**config.mk**
```make
export PLATFORM = sky130hd
export DESIGN_NAME = hazard_ctrl
export DESIGN_NICKNAME = d
export VERILOG_FILES = /design/src/rtl/hazard_pkg.sv /design/src/rtl/load_use_detect.sv /design/src/rtl/hazard_ctrl.sv
export SDC_FILE = /design/constraint.sdc
export NUM_CORES = 1
export LEC_CHECK = 0
export CORE_ASPECT_RATIO = 0.8
export CORE_MARGIN = 1.5
export CORE_UTILIZATION = 46
export CTS_CLUSTER_SIZE = 24
export DETAILED_ROUTE_END_ITERATION = 10
export GPL_ROUTABILITY_DRIVEN = 0
export PLACE_DENSITY_LB_ADDON = 0.12
export SLEW_MARGIN = 20
export SYNTH_ARGS = -nofsm -noshare
export SYNTH_HDL_FRONTEND = slang
export SYNTH_SLANG_ARGS = --single-unit
export TNS_END_PERCENT = 30
```
**constraint.sdc**
```tcl
create_clock -name clk -period 1.96 [get_ports clk]
set_input_delay 0.392 -clock clk [delete_from_list [all_inputs] [get_ports clk]]
set_output_delay 0.392 -clock clk [all_outputs]
set_load 0.05 [all_outputs]
```
**src/rtl/hazard_pkg.sv**
```systemverilog
// Shared definitions for the pipeline hazard controller.
//   state_e          : controller state (RUN, DIV_WAIT, MEM_WAIT)
//   DIV_LATENCY_DEF  : default cycles a divide occupies EX
//   MEM_TIMEOUT_DEF  : default consecutive wait cycles before mem_timeout
//   REG_X0           : architectural zero register index
package hazard_pkg;

    typedef enum logic [1:0] {
        RUN      = 2'd0,
        DIV_WAIT = 2'd1,
        MEM_WAIT = 2'd2
    } state_e;

    localparam int DIV_LATENCY_DEF = 4;
    localparam int MEM_TIMEOUT_DEF = 64;

    localparam logic [4:0] REG_X0 = 5'd0;

endpackage

```
**src/rtl/load_use_detect.sv**
```systemverilog
// Combinational load-use hazard comparator.
// Ports:
//   id_rs1, id_rs2           : source registers of the ID instruction
//   id_uses_rs1, id_uses_rs2 : ID instruction really reads that source
//   ex_rd                    : destination of the EX instruction
//   ex_mem_read              : EX instruction is a load
//   hazard                   : ID needs the load result before it exists
module load_use_detect
    import hazard_pkg::*;
(
    input  logic [4:0] id_rs1,
    input  logic [4:0] id_rs2,
    input  logic       id_uses_rs1,
    input  logic       id_uses_rs2,
    input  logic [4:0] ex_rd,
    input  logic       ex_mem_read,
    output logic       hazard
);

    // x0 never carries a real value, so a load "into" x0 cannot be a hazard.
    assign hazard = ex_mem_read && (ex_rd != REG_X0) &&
                    ((id_uses_rs1 && (id_rs1 == ex_rd)) ||
                     (id_uses_rs2 && (id_rs2 == ex_rd)));

endmodule

```
**src/rtl/hazard_ctrl.sv**
```systemverilog
// Pipeline hazard controller for the 5-stage core.
// Drives the write enables and flushes of PC, IF_ID, ID_EX and EX_MEM.
// Ports:
//   clk, reset                        : clock, synchronous active-high reset
//   id_rs1/2, id_uses_rs1/2           : ID source operands
//   ex_rd, ex_mem_read, ex_is_div     : EX instruction info
//   branch_taken                      : EX resolved a taken branch/jump
//   mem_access, dmem_ready            : MEM data access handshake
//   pc_write .. ex_mem_write          : register enables
//   if_id_flush, id_ex_flush          : load NOP into register at next edge
//   div_done                          : divide release cycle
//   mem_timeout                       : sticky memory-wait timeout flag
//   stall_cycles                      : saturating count of pc_write=0 cycles
module hazard_ctrl
    import hazard_pkg::*;
#(
    parameter int DIV_LATENCY = DIV_LATENCY_DEF,
    parameter int MEM_TIMEOUT = MEM_TIMEOUT_DEF
) (
    input  logic        clk,
    input  logic        reset,
    input  logic [4:0]  id_rs1,
    input  logic [4:0]  id_rs2,
    input  logic        id_uses_rs1,
    input  logic        id_uses_rs2,
    input  logic [4:0]  ex_rd,
    input  logic        ex_mem_read,
    input  logic        ex_is_div,
    input  logic        branch_taken,
    input  logic        mem_access,
    input  logic        dmem_ready,
    output logic        pc_write,
    output logic        if_id_write,
    output logic        id_ex_write,
    output logic        ex_mem_write,
    output logic        if_id_flush,
    output logic        id_ex_flush,
    output logic        div_done,
    output logic        mem_timeout,
    output logic [15:0] stall_cycles
);

    // The entry cycle in RUN is the first stall cycle, so the countdown
    // starts two below the latency and the release happens when it hits zero.
    localparam logic [7:0]  DIV_INIT = 8'(DIV_LATENCY - 2);
    localparam logic [15:0] MEM_TO   = 16'(MEM_TIMEOUT);

    state_e      state_q, state_d;
    logic [7:0]  divcnt_q, divcnt_d;
    logic [15:0] wait_q, wait_d;
    logic        mem_timeout_q, mem_timeout_d;
    logic [15:0] stall_q, stall_d;

    logic memstall;
    logic load_use;

    assign memstall = mem_access && !dmem_ready;

    load_use_detect u_load_use (
        .id_rs1      (id_rs1),
        .id_rs2      (id_rs2),
        .id_uses_rs1 (id_uses_rs1),
        .id_uses_rs2 (id_uses_rs2),
        .ex_rd       (ex_rd),
        .ex_mem_read (ex_mem_read),
        .hazard      (load_use)
    );

    always_comb begin
        pc_write      = 1'b1;
        if_id_write   = 1'b1;
        id_ex_write   = 1'b1;
        ex_mem_write  = 1'b1;
        if_id_flush   = 1'b0;
        id_ex_flush   = 1'b0;
        div_done      = 1'b0;
        state_d       = state_q;
        divcnt_d      = divcnt_q;
        wait_d        = 16'd0;      // counts consecutive waits only
        mem_timeout_d = mem_timeout_q;

        unique case (state_q)
            DIV_WAIT: begin
                if (divcnt_q != 8'd0) begin
                    divcnt_d = divcnt_q - 8'd1;
                end
                if ((divcnt_q == 8'd0) && !memstall) begin
                    div_done = 1'b1;
                    state_d  = RUN;
                end else begin
                    pc_write     = 1'b0;
                    if_id_write  = 1'b0;
                    id_ex_write  = 1'b0;
                    ex_mem_write = 1'b0;
                end
            end
            // RUN and MEM_WAIT share the rule chain; MEM_WAIT only differs in
            // that an ongoing stall keeps counting instead of restarting at 1.
            default: begin
                if (memstall) begin
                    pc_write     = 1'b0;
                    if_id_write  = 1'b0;
                    id_ex_write  = 1'b0;
                    ex_mem_write = 1'b0;
                    state_d      = MEM_WAIT;
                    if (state_q == MEM_WAIT) begin
                        wait_d = (wait_q == 16'hFFFF) ? wait_q : wait_q + 16'd1;
                    end else begin
                        wait_d = 16'd1;
                    end
                    if (wait_d >= MEM_TO) begin
                        mem_timeout_d = 1'b1;
                    end
                end else if (ex_is_div) begin
                    pc_write     = 1'b0;
                    if_id_write  = 1'b0;
                    id_ex_write  = 1'b0;
                    ex_mem_write = 1'b0;
                    divcnt_d     = DIV_INIT;
                    state_d      = DIV_WAIT;
                end else if (branch_taken) begin
                    if_id_flush = 1'b1;
                    id_ex_flush = 1'b1;
                    state_d     = RUN;
                end else if (load_use) begin
                    // Hold PC and IF_ID, inject a bubble into ID_EX, and let
                    // the load advance into MEM.
                    pc_write    = 1'b0;
                    if_id_write = 1'b0;
                    id_ex_flush = 1'b1;
                    state_d     = RUN;
                end else begin
                    state_d = RUN;
                end
            end
        endcase

        if (reset) begin
            pc_write     = 1'b0;
            if_id_write  = 1'b0;
            id_ex_write  = 1'b0;
            ex_mem_write = 1'b0;
            if_id_flush  = 1'b1;
            id_ex_flush  = 1'b1;
            div_done     = 1'b0;
        end

        stall_d = stall_q;
        if (!pc_write && (stall_q != 16'hFFFF)) begin
            stall_d = stall_q + 16'd1;
        end
    end

    always_ff @(posedge clk) begin
        if (reset) begin
            state_q       <= RUN;
            divcnt_q      <= 8'd0;
            wait_q        <= 16'd0;
            mem_timeout_q <= 1'b0;
            stall_q       <= 16'd0;
        end else begin
            state_q       <= state_d;
            divcnt_q      <= divcnt_d;
            wait_q        <= wait_d;
            mem_timeout_q <= mem_timeout_d;
            stall_q       <= stall_d;
        end
    end

    assign mem_timeout  = mem_timeout_q;
    assign stall_cycles = stall_q;

endmodule

```
==> impl_results.md, run 1 <==
* Status: complete, but fails checks
* Violated checks: negative setup slack
* Syn Area/Cell at roughly 8.1 µm²
* Layout cells sized above 1 at 0.331
* Pre-antenna DRT Iters at 4
* Area Overhead vs Synth at 50.9%
* Worst-path clk slew at 0.09 ns
* Initial core utilization at 0.479
* Crit end category: primary output
* Register area share after synthesis at 0.359
* Int Power at 1.67 mW
* Largest net degree at the start of global routing at 20
* Iter 0 DRT Violations at 149
* Slew margin rel. at 0.661
* Htree depth at 2
* Setup Crit Path Kind: flip-flop to primary output
* Worst Path Required at approximately 1.6 ns
* Combinational share of power at 0.350
* Clock power frac at 0.250
* Design Power at about 2.4 mW
* Cts hold-fix bufs at 0
* Worst skew pair latency at about 0.29 ns
* Final Cycle Share at 1.15
* Crit-path max cell delay at 0.56 ns
* Final Max Tran Viols at 0
* Flop pwr share at 0.401
* Final setup viols at 23
* Max Freq at roughly 0.44 GHz
* Final worst slack at -0.296 ns
* Worst Path Buf+Inv at 3
* Cts bufs inserted at 5
* Final Hold Viols at 0
* Final wirelength at ~6.0 mm
* DP Wirelength at 4.38 mm
* Post-route ant nets at 0
* Psw at about 0.75 mW
* Layout Cells excl Fill at around 450
* Ys Warns at 0
* First-pass GRT wire length at between 9 and 10 mm
* Post-synth ARST share at 0
* IR drop worst, VDD at 0.395 mV
* DRC Markers at 0
* Dpl cells at 433
* Cell Area, Synth at roughly 2400 µm²
* Die W at roughly 84 µm
* GR Util All Layers at 0.217
* Clock Tree Buf Depth at 2
* Final min period at between 2 and 2.5 ns
* Core area at 5010 µm²
* I/O Buffers at 47
* Antenna violations before repair at 0
* IO Count at 48
* Cells after Synth at 295
* Clock Skew at roughly 0.017 ns
* Leakage at about 1.4 nW
* Die height at between 60 and 70 µm
* Main flop type after synthesis: dfxtp_1
* FF-to-FF setup slack at -0.22 ns
* Unrepaired setup endpoints after global routing: true
* Type of the worst min-delay path: flip-flop to flip-flop
* Worst-margin pin slew at a little over 0.5 ns
* Max FO, Critical Path at 3
* Worst-path cell chain: or4_4, nor3_4, o21ai_4, buf_6, clkinvlp_4, buf_12
* Max-cap violations at 0
* Post-synthesis cell type count at between 50 and 60
* Drt wl/cell at 13.4 µm
* FF+latch count, synth at between 40 and 50
* Antenna cells at 0
* Cell family with most CP delay: simple AND/OR/NAND/NOR gates
* Vias in the first global route at about 2,200
* Critical Path AT at roughly 1.9 ns
* Syn_nets at approximately 320
* Site Rows at 23
* CP startpoint kind: flip-flop
* CTS tree: done
* Die ar. at ~5700 µm²
* Pwr Density at between 600 and 700 nW/µm²
* Clk sinks at 43
* Vias post-DR at about 2,400
* Root Driver: clkbuf_8
* Nets at between 400 and 500
* Critical path's slowest cell: or4_4
* Remaining Overflow, GRT at 0
* Vias per cell at roughly 5.4
* EDFF count, synth at 0
* Switching Share at 0.311
synth_stat cells, drive strengths merged, types with 5 or more instances:
| master | number | share of area |
|---|---|---|
| nand3 | 14 | 0.029 |
| xor2 | 13 | 0.047 |
| nor2 | 35 | 0.055 |
| nand4 | 7 | 0.021 |
| o21ai | 14 | 0.031 |
| buf | 7 | 0.022 |
| a21oi | 25 | 0.052 |
| nor3 | 11 | 0.025 |
| or4 | 8 | 0.027 |
| inv | 8 | 0.013 |
| nor2b | 5 | 0.013 |
| xnor2 | 10 | 0.037 |
| or3 | 8 | 0.021 |
| dfxtp | 43 | 0.36 |
| o31ai | 5 | 0.016 |
| mux2i | 5 | 0.021 |
| nand2b | 7 | 0.018 |
| nand2 | 22 | 0.034 |
| clkbuf | 8 | 0.013 |
| nor4 | 5 | 0.018 |
kinds of logic after synthesis:
family,synth area share
xor gates and xnor gates,0.0840
muxes,0.0256
AOI/OAI and AO/OA,0.160
buffers and inverters,0.0480
DFF,0.359
and+or+nand+nor,0.308
adders and majority gates,0.0157
final cells by class:
cell class                 instances  area, µm²
timing repair buffer              99        948
tap                               62       77.6
clock inverter                     2       16.3
multi-input combinational        229       1570
clock buffer                       6       82.6
fill                             385       1390
inverter                           8       33.8
sequential                        43        886
power groups by stage:
stage / Combinational, mW / Sequential [mW] / Clock [mW]
floorplan: 0.413 / 1.04 / 0
global placement: 0.747 / 0.985 / 0
detailed placement: 0.757 / 0.989 / 0
CTS: 0.834 / 0.971 / 0.615
global route: 0.911 / 0.976 / 0.660
finish: 0.845 / 0.969 / 0.603
tightest hold or removal path, cell delays in order, from the launching register on:
cell and delay (ns):
dfxtp_2 0.35, o31ai_1 0.08, a21oi_2 0.05
cells in the final DEF (no fill, tap or decap), types with 3 or more instances in the layout:
| cell | instances |
|---|---|
| xor2_1 | 13 |
| nand3_1 | 13 |
| dlymetal6s2s_1 | 3 |
| and4_1 | 3 |
| buf_4 | 54 |
| xnor2_1 | 10 |
| nor2b_1 | 3 |
| inv_1 | 5 |
| o31ai_1 | 5 |
| nand4_1 | 6 |
| nor4_1 | 3 |
| or3_1 | 8 |
| clkdlybuf4s15_1 | 4 |
| mux2i_1 | 5 |
| buf_12 | 8 |
| dfxtp_2 | 14 |
| clkdlybuf4s50_1 | 15 |
| clkbuf_8 | 6 |
| nand2b_1 | 7 |
| and3_1 | 3 |
| nand2_1 | 22 |
| a21oi_1 | 22 |
| buf_2 | 5 |
| o21ai_0 | 11 |
| nor2_1 | 34 |
| dlygate4sd2_1 | 5 |
| nor3_1 | 7 |
| or4_1 | 6 |
| dfxtp_1 | 27 |
registers in the layout, summed over array words and instances, names as in the netlist:
| register | cells |
|---|---|
| stall_cycles | 16 |
| wait_q | 16 |
| divcnt_q | 8 |
| state_q | 2 |
| mem_timeout | 1 |
stage by stage:
step	TNS [ns]	cell area, µm²	hold slack [ns]	setup WS (ns)	utilization
floorplan	-0.347	2500	0.445	-0.194	-
global placement	-9.28	3360	0.476	-0.522	0.670
detailed placement	-10.52	3360	0.493	-0.576	0.670
CTS	-4.02	3590	0.506	-0.308	0.716
global route	-6.85	3620	0.523	-0.393	0.722
finish	-4.11	3620	0.507	-0.296	0.722
what timing repair did:
item / 4_1_cts / 5_1_grt
resized for setup: 54 / 9
endpoints found under the setup margin: 25 / 32
setup buffers: 5 / 1
gates cloned: 2 / 0
pin swaps: 19 / 4
per-layer routing:
metal  up-vias  global-route usage  part of all wire
met5         -                   0                 0
met3         2              0.0477             0.045
li1       1239                   -                 -
met1      1123               0.286              0.49
met4         0              0.0451            0.0033
met2        54               0.371              0.47
worst paths after layout:
path | start | endpoint | cells after the start
max | divcnt_q[5]$_SDFFE_PP0P_ | id_ex_write | 6
min | stall_cycles[8]$_SDFFE_PP0P_ | stall_cycles[8]$_SDFFE_PP0P_ | 2
max reg2reg | divcnt_q[5]$_SDFFE_PP0P_ | stall_cycles[13]$_SDFFE_PP0P_ | 8
min reg2reg | stall_cycles[8]$_SDFFE_PP0P_ | stall_cycles[8]$_SDFFE_PP0P_ | 2
Note: power is estimated with default switching activity, not from simulation.
==> run 2, diff against run 1 <==
- CORE_UTILIZATION: 46 -> 51
- clock period: 1.96 -> 2.36 ns (I/O delays scaled with it)
==> run 2 against run 1 <==
  * The run still ends with negative setup slack left
  * Clock power decreased by 9.6%
  * Critical path depth decreased by 1
  * Register-to-register slack improved by 0.35 ns
  * Global-route usage increased by 3.2 points
  * Critical endpoint is now pc_write
  * Largest power group unchanged
  * Highest routed layer unchanged
==> impl_results.md, run 2 (same netlist as run 1, synthesis figures left out) <==
* Status: complete, but fails checks
* Violated checks: negative setup slack
* IO Count at 48
* DRC Markers at 0
* Max Freq at around 0.42 GHz
* Initial core utilization at 0.528
* Worst-margin pin slew at 0.507 ns
* Worst R2R End: stall_cycles[13]$_SDFFE_PP0P_
* Iter 0 DRT Violations at 93
* Commonest non-fill, non-tap cell in the layout: dfxtp_1
* Core area at 4540 µm²
* Worst hold margin at 0.507 ns
* Die W at roughly 80 µm
* Worst hold stages at 2
* CTS tree: done
* Clock Skew at 0.0135 ns
* Critical Path AT at approximately 1.9 ns
* Htree depth at 2
* Unrepaired setup endpoints after global routing: true
* Worst Hold End: stall_cycles[15]$_SDFFE_PP0P_
* Vias post-DR at 2,403
* Final Max Tran Viols at 0
* Crit end category: primary output
* Area Overhead vs Synth at 38.0%
* DP Wirelength at between 4 and 5 mm
* Remaining Overflow, GRT at 0
* Type of the worst min-delay path: flip-flop to flip-flop
* Final Hold Viols at 0
* Final Cycle Share at 1.02
* IR drop worst, VDD at ~0.46 mV
* Final worst slack at -0.0465 ns
* Worst skew pair latency at 0.29 ns
* Final Util at 0.729
* CP startpoint kind: flip-flop
* Clk sinks at 43
* Max-cap violations at 0
* Site Rows at 22
* Final min period at approximately 2.4 ns
* Root Driver: clkbuf_8
* Hold Crit Start: stall_cycles[15]$_SDFFE_PP0P_
* Leakage at ~1.2 nW
* Final setup viols at 4
* Worst Path Required at about 1.9 ns
* Nets at approximately 390
* GR Util All Layers at 0.248
* First-pass GRT wire length at 9.96 mm
* Vias per cell at about 5.7
* Largest net degree at the start of global routing at 27
* Max FO, Critical Path at 3
* I/O Buffers at between 40 and 50
* Slew margin rel. at 0.661
* Pre-antenna DRT Iters at 4
* Die ar. at 5120 µm²
* Cts bufs inserted at 5
* Antenna violations before repair at 0
* Final wirelength at roughly 5.9 mm
* Design Power at between 1.5 and 2 mW
* Setup Crit Path Kind: flip-flop to primary output
* Cts hold-fix bufs at 0
* FF-to-FF setup slack at 0.13 ns
* Antenna cells at 0
* Reg2reg start: divcnt_q[4]$_SDFFE_PP0P_
* Drt wl/cell at approximately 14 µm
* Layout cells sized above 1 at 0.197
* Post-route ant nets at 0
* Vias in the first global route at roughly 2,200
* Pwr Density at around 600 nW/µm²
* Reg2Reg Depth at 8
* Worst-path clk slew at 0.08 ns
* Most frequent cells in the layout: dfxtp_1 (40), nor2_1 (34), clkdlybuf4s50_1 (25), buf_4 (25), a21oi_1 (24)
* Clock Tree Buf Depth at 2
* Die height at ~64 µm
-- run 2: layout make-up --
cell class              instances  area, µm²
clock inverters                 1       30.0
inverters                       8       30.0
clock buffers                   6       72.6
repair buffers                 74        734
multi-input cells             229       1500
flip-flops and latches         43        867
well taps                      60       75.1
fillers                       342       1230
-- run 2: layer usage --
metal,part of all wire,GRT usage,vias up
li1,-,-,1194
met1,0.47,0.338,1108
met2,0.43,0.378,84
met3,0.075,0.0657,17
met4,0.022,0.0855,0
met5,0,0,-
-- run 2: how the worst max path moves through the flow --
stage,startpoint,end,cells after the start
floorplan,stall_cycles[0]$_SDFFE_PP0P_,stall_cycles[15]$_SDFFE_PP0P_,8
global placement,ex_rd[3],if_id_write,6
detailed placement,ex_rd[4],stall_cycles[15]$_SDFFE_PP0P_,8
CTS,divcnt_q[0]$_SDFFE_PP0P_,pc_write,7
global route,divcnt_q[4]$_SDFFE_PP0P_,pc_write,5
finish,divcnt_q[4]$_SDFFE_PP0P_,pc_write,5
-- run 2: per-stage QoR --
step	setup WS, ns	std cells	instance area, µm²	setup TNS (ns)
after CTS	-0.0204	417	3270	-0.0592
after floorplan	0.0207	295	2410	0
after global routing	-0.124	421	3310	-0.548
after global placement	-0.312	403	3070	-3.96
final	-0.0465	421	3310	-0.131
after detailed placement	-0.368	403	3070	-4.97
-- run 2: power breakdown --
part,switching (mW),total [mW],internal [mW]
logic,0.309,0.616,0.307
clock network,0.235,0.545,0.310
registers,0.0381,0.810,0.772
-- run 2: what timing repair did --
action / in CTS / in global routing
setup endpoints to repair: 12 / 12
pin swaps: 11 / 11
gates resized for setup: 30 / 19
buffers inserted: 7 / 4
-- run 2: worst max-delay path: stages (launching register included) --
cell and delay (ns):
dfxtp_4 0.35, or4_4 0.58, nor3_4 0.26, o21ai_4 0.09
a21oi_4 0.19, buf_12 0.16
==> run 3, diff against run 2 <==
- CAP_MARGIN: not set -> 25
==> results of run 3 <==
The final DEF is identical to that of run 2; final timing and power are the same.
